**src/rtl/bcd_pkg.sv**
```systemverilog
// Shared constants and state encoding for the forward and reverse BCD converters.
// Latency: none (declarations only).
// Backpressure: not applicable.
package bcd_pkg;

    localparam logic [3:0] BCD_DIGIT_MAX = 4'd9;
    localparam logic [3:0] BCD_CORR      = 4'd3;
    localparam logic [3:0] DD_THRESH_REV = 4'd8;
    localparam logic [3:0] DD_THRESH_FWD = 4'd5;

    typedef enum logic [1:0] {
        ST_IDLE  = 2'd0,
        ST_SHIFT = 2'd1,
        ST_FIN   = 2'd2
    } state_t;

endpackage

```
**src/rtl/bcd_digit_sub3.sv**
```systemverilog
// Reverse double-dabble nibble correction: subtract 3 when the nibble is 8 or more.
// Latency: combinational.
// Backpressure: none.
module bcd_digit_sub3
    import bcd_pkg::*;
(
    input  logic [3:0] nibble,
    output logic [3:0] corrected
);

    // After a right shift a nibble >= 8 carried a half-ten into this digit; undo it.
    assign corrected = (nibble >= DD_THRESH_REV) ? (nibble - BCD_CORR) : nibble;

endmodule

```
**src/rtl/bcd_to_bin.sv**
```systemverilog
// Sequential reverse double-dabble: signed packed BCD in, W-bit two's-complement out.
// Latency: done W+1 clocks after the accepted start; 1 clock when a digit is invalid.
// Backpressure: start is only accepted while busy=0; starts during busy are dropped.
module bcd_to_bin
    import bcd_pkg::*;
#(
    parameter int DIGITS = 2,
    parameter int W      = 8
) (
    input  logic                  clk,
    input  logic                  rst_n,
    input  logic                  start,
    input  logic                  neg,
    input  logic [4*DIGITS-1:0]   bcd_in,
    output logic                  busy,
    output logic                  done,
    output logic                  err,
    output logic [W-1:0]          result
);

    localparam int DW = 4 * DIGITS;
    localparam int CW = $clog2(W + 1);

    state_t          state;
    logic [DW-1:0]   digits;
    logic [W-1:0]    acc;
    logic            sign;
    logic [CW-1:0]   cnt;

    logic            accept;
    logic            bad_digit;
    logic            last_iter;
    logic [DW-1:0]   sh_digits;
    logic [DW-1:0]   corr_digits;
    logic [W-1:0]    sh_acc;

    // busy is low in IDLE and in the FIN/done cycle, so both can take a new operand.
    assign accept    = start & ~busy;
    assign last_iter = (cnt == CW'(W - 1));

    // One right shift of the combined {digits, acc} register.
    assign sh_digits = digits >> 1;
    assign sh_acc    = {digits[0], acc[W-1:1]};

    // Flag any captured nibble outside 0..9 before committing to a conversion.
    always_comb begin
        bad_digit = 1'b0;
        for (int i = 0; i < DIGITS; i++) begin
            if (bcd_in[4*i +: 4] > BCD_DIGIT_MAX) begin
                bad_digit = 1'b1;
            end
        end
    end

    genvar g;
    generate
        for (g = 0; g < DIGITS; g++) begin : g_digit
            bcd_digit_sub3 u_sub3 (
                .nibble    (sh_digits[4*g +: 4]),
                .corrected (corr_digits[4*g +: 4])
            );
        end
    endgenerate

    // Control FSM and datapath; outputs are registered so result lands with done.
    always_ff @(posedge clk or negedge rst_n) begin
        if (!rst_n) begin
            state  <= ST_IDLE;
            digits <= '0;
            acc    <= '0;
            sign   <= 1'b0;
            cnt    <= '0;
            busy   <= 1'b0;
            done   <= 1'b0;
            err    <= 1'b0;
            result <= '0;
        end else begin
            case (state)
                ST_IDLE, ST_FIN: begin
                    done <= 1'b0;
                    if (accept) begin
                        digits <= bcd_in;
                        acc    <= '0;
                        sign   <= neg;
                        cnt    <= '0;
                        err    <= bad_digit;
                        if (bad_digit) begin
                            // Invalid operand: report immediately, no shifting.
                            state  <= ST_FIN;
                            done   <= 1'b1;
                            result <= '0;
                        end else begin
                            state <= ST_SHIFT;
                            busy  <= 1'b1;
                        end
                    end else begin
                        state <= ST_IDLE;
                    end
                end
                ST_SHIFT: begin
                    digits <= corr_digits;
                    acc    <= sh_acc;
                    cnt    <= cnt + CW'(1);
                    if (last_iter) begin
                        // Final shift: acc now holds the magnitude; apply sign here.
                        state  <= ST_FIN;
                        busy   <= 1'b0;
                        done   <= 1'b1;
                        result <= sign ? (-sh_acc) : sh_acc;
                    end
                end
                default: begin
                    state <= ST_IDLE;
                    busy  <= 1'b0;
                    done  <= 1'b0;
                end
            endcase
        end
    end

endmodule

```
**config.mk**
```make
export PLATFORM = sky130hd
export DESIGN_NAME = bcd_to_bin
export DESIGN_NICKNAME = d
export VERILOG_FILES = /design/src/rtl/bcd_pkg.sv /design/src/rtl/bcd_digit_sub3.sv /design/src/rtl/bcd_to_bin.sv
export SDC_FILE = /design/constraint.sdc
export NUM_CORES = 1
export LEC_CHECK = 0
export BUFFER_PORTS_ARGS = -buffer_cell sky130_fd_sc_hd__buf_4
export CAP_MARGIN = 20
export CORE_MARGIN = 5
export CORE_UTILIZATION = 32
export DETAILED_ROUTE_END_ITERATION = 10
export GPL_ROUTABILITY_DRIVEN = 0
export PLACE_DENSITY = 0.56
export SETUP_SLACK_MARGIN = 0.02
export SLEW_MARGIN = 25
export SYNTH_ARGS = -nofsm -noshare
export SYNTH_HDL_FRONTEND = slang
export SYNTH_SLANG_ARGS = --single-unit
export TNS_END_PERCENT = 100
```
**constraint.sdc**
```tcl
create_clock -name clk -period 2.95 [get_ports clk]
set_clock_uncertainty 0.05 [all_clocks]
set_input_delay 0.295 -clock clk [delete_from_list [all_inputs] [get_ports clk]]
set_output_delay 0.295 -clock clk [all_outputs]
set_load 0.005 [all_outputs]
```
==> metrics.txt <==
Die Y-Extent=79.1 um; worst hold-check path type=in2reg; final setup violation count=0; antenna violations before repair=0; Slowest-stage cell, CP=nor3_2; Clock Pin Slew Worst Setup and Hold Paths=0.06 ns; area share of the largest cell type after synthesis=52.5%; Initial Utilization=32.5%; Filler Cell Count=461; WL/cell=14.3 um; clock root cell=clkbuf_8; global-route wire length before repair=6.09 mm; 1st-iter DRT viols=58; crit-path max FO=21; Period minus WS final=around 1.9 ns; worst rel slew slack=between 60 and 70%; most frequent cells in the layout=dfrtp_1, nand2_1, buf_4; placed inst area=approximately 0.0017 mm^2; status=completed; grt ovf=0; Fin Setup TNS=0 ns; largest area contributor in the netlist=dfrtp_1; Tcrit/Tclk final=between 60% and 70%; Top FF cell, synth=dfrtp_1; async set-or-reset flop fraction in the synthesized netlist=100%; Hold Startpoint=neg; largest net degree at the start of global routing=33; critical path capture point type=register; Core ar.=0.00469 mm^2; final net count=between 150 and 200; Max Freq=~520 MHz; clk sinks=32; io pins=23; critical path class=reg2reg; DP Wirelength=~2.4 mm; crit-path leading delay family=simple AND/OR/NAND/NOR gates; DRC=0; P&R area growth vs syn=20.3%; vias in the first global route=about 1,300; via count=1,236; Worst Path Buf+Inv=0; P_leak=a little under 0.9 nW; commonest non-fill, non-tap cell in the layout=dfrtp_1; mean area per synthesized cell=9.91 um^2; Die Wd=79.1 um; syn_nets=170; DR vias/cell=5.28; final hold violations=0; Worst-Margin Slew=slightly above 0.5 ns; Rows=25; Storage cell area=801 um^2; YS warnings=0; clock buffer depth=2; H-Tree Level Count=2; Cell Pwr Density=1030 mW/mm^2; DRT Pass-1 Iters=4; sequential share of the synthesized area=between 50 and 60%; CTS Buf Count=5; Peak VDD IR=between 0.3 and 0.4 mV; top cells by area, synth=dfrtp_1, nand2_1, xnor2_1; CTS tree=done; crit path launch type=register; CTS Hold Bufs=1; area occupied by multi-input gates=about 670 um^2; CP max stage delay=0.53 ns; Buffers on Ports=22; synthesized cell area=0.00153 mm^2; number of flops mapped to enable cells by yosys=0; final WL=3.34 mm; cell breakdown of the critical path=nand2b_2, nor3_2, a21oi_2, a22o_1; Yosys reg bits=32; GRT Util Overall=between 10% and 20%; Antenna diodes=0; max-slew violation count=0; post-CTS setup repair buffer count=0; Netlist cell types=34; die area=between 0.006 and 0.007 mm^2; CP startpoint=done; Mapped Cells=154; worst r2r src=done; unrepaired setup endpoints after global routing=false; clock latency at the later pin of the worst-skew pair=0.28 ns; layout cells sized above 1=between 20% and 30%; Arrival @ worst endpoint=just over 2 ns; Final ANT Viol Nets=0; Final Cell Area=0.00184 mm^2; Worst Path Required=approximately 3.1 ns; maxcap violations=0; CTS resizes=0
worst min-delay path: cells and delay by family:
kind	cells	cell delay, ns
buf+inv	1	0.08
simple gates	2	0.09
registers in the layout, indices dropped and copies added, names as in the netlist:
signal / count
acc: 7
busy: 1
cnt: 4
digits: 8
done: 1
err: 1
result: 8
sign: 1
state: 1
layout make-up:
| cell class | count | area share (%) |
|---|---|---|
| Inverter | 5 | 1.02 |
| Tap cell | 54 | 3.68 |
| Timing Repair Buffer | 25 | 10.4 |
| Sequential cell | 32 | 43.6 |
| Multi-Input combinational cell | 110 | 36.4 |
| Clock buffer | 8 | 4.90 |
synth_stat cells (2+ instances only):
library cell and instances:
clkbuf_1 3, buf_2 3, o22ai_1 5, o31ai_1 2
nand3_1 9, nand2_1 30, dfrtp_1 32, a22o_1 7
xnor2_1 8, nor3b_1 2, o21ai_0 7, nand2b_1 3
ha_1 4, nor2_1 12, a31oi_1 4, inv_1 5
per-stage QoR:
step / util [%] / power, W / std cells / setup WS (ns) / hold slack, ns
floorplan: - / 0.00133 / 154 / 1.46 / -0.0506
global placement: 37.0 / 0.00152 / 225 / 1.12 / 0.201
detailed placement: 37.0 / 0.00156 / 225 / 0.991 / 0.210
CTS: 39.1 / 0.00191 / 234 / 0.989 / 0.157
global route: 39.1 / 0.00206 / 234 / 0.860 / 0.160
finish: 39.1 / 0.00188 / 234 / 1.01 / 0.161
layer usage:
layer / global-route usage [%] / routed length [um] / up-vias
li1: - / - / 588
met1: 15.8 / 1580 / 602
met2: 19.4 / 1520 / 36
met3: 3.51 / 162 / 10
met4: 6.36 / 72 / 0
met5: 0 / 0 / -
cells by family (layout without fill, tap and decap cells):
family,Yosys count,in the layout,synth area share (%)
flip-flops,32,32,52.5
AO/OA/AOI/OAI,33,33,15.4
multiplexers,1,1,0.656
AND/OR/NAND/NOR,63,63,19.3
adder cells (fa/ha/maj),4,4,3.28
XOR/XNOR,9,9,5.16
buffers and inverters,12,38,3.69
worst paths after layout:
check	endpoint	slack (ns)	cells past startpoint
hold / removal	sign	0.16	3
hold reg to reg	digits[6]	0.45	2
max in group asynchronous	cnt[1]	2.12	2
min in group asynchronous	result[6]	0.44	2
setup reg to reg	result[3]	1.01	4
setup / recovery	result[3]	1.01	4
report_power, final:
| part | internal [W] | total (W) | switching [W] | leakage (nW) |
|---|---|---|---|---|
| Combinational | 0.000378 | 0.000741 | 0.000363 | 0.427 |
| Sequential | 0.000619 | 0.000802 | 0.000183 | 0.408 |
| Clock | 0.000190 | 0.000340 | 0.000150 | 0.0455 |
| Total | 0.00119 | 0.00188 | 0.000696 | 0.880 |
Note: power is estimated with default switching activity, not from simulation.
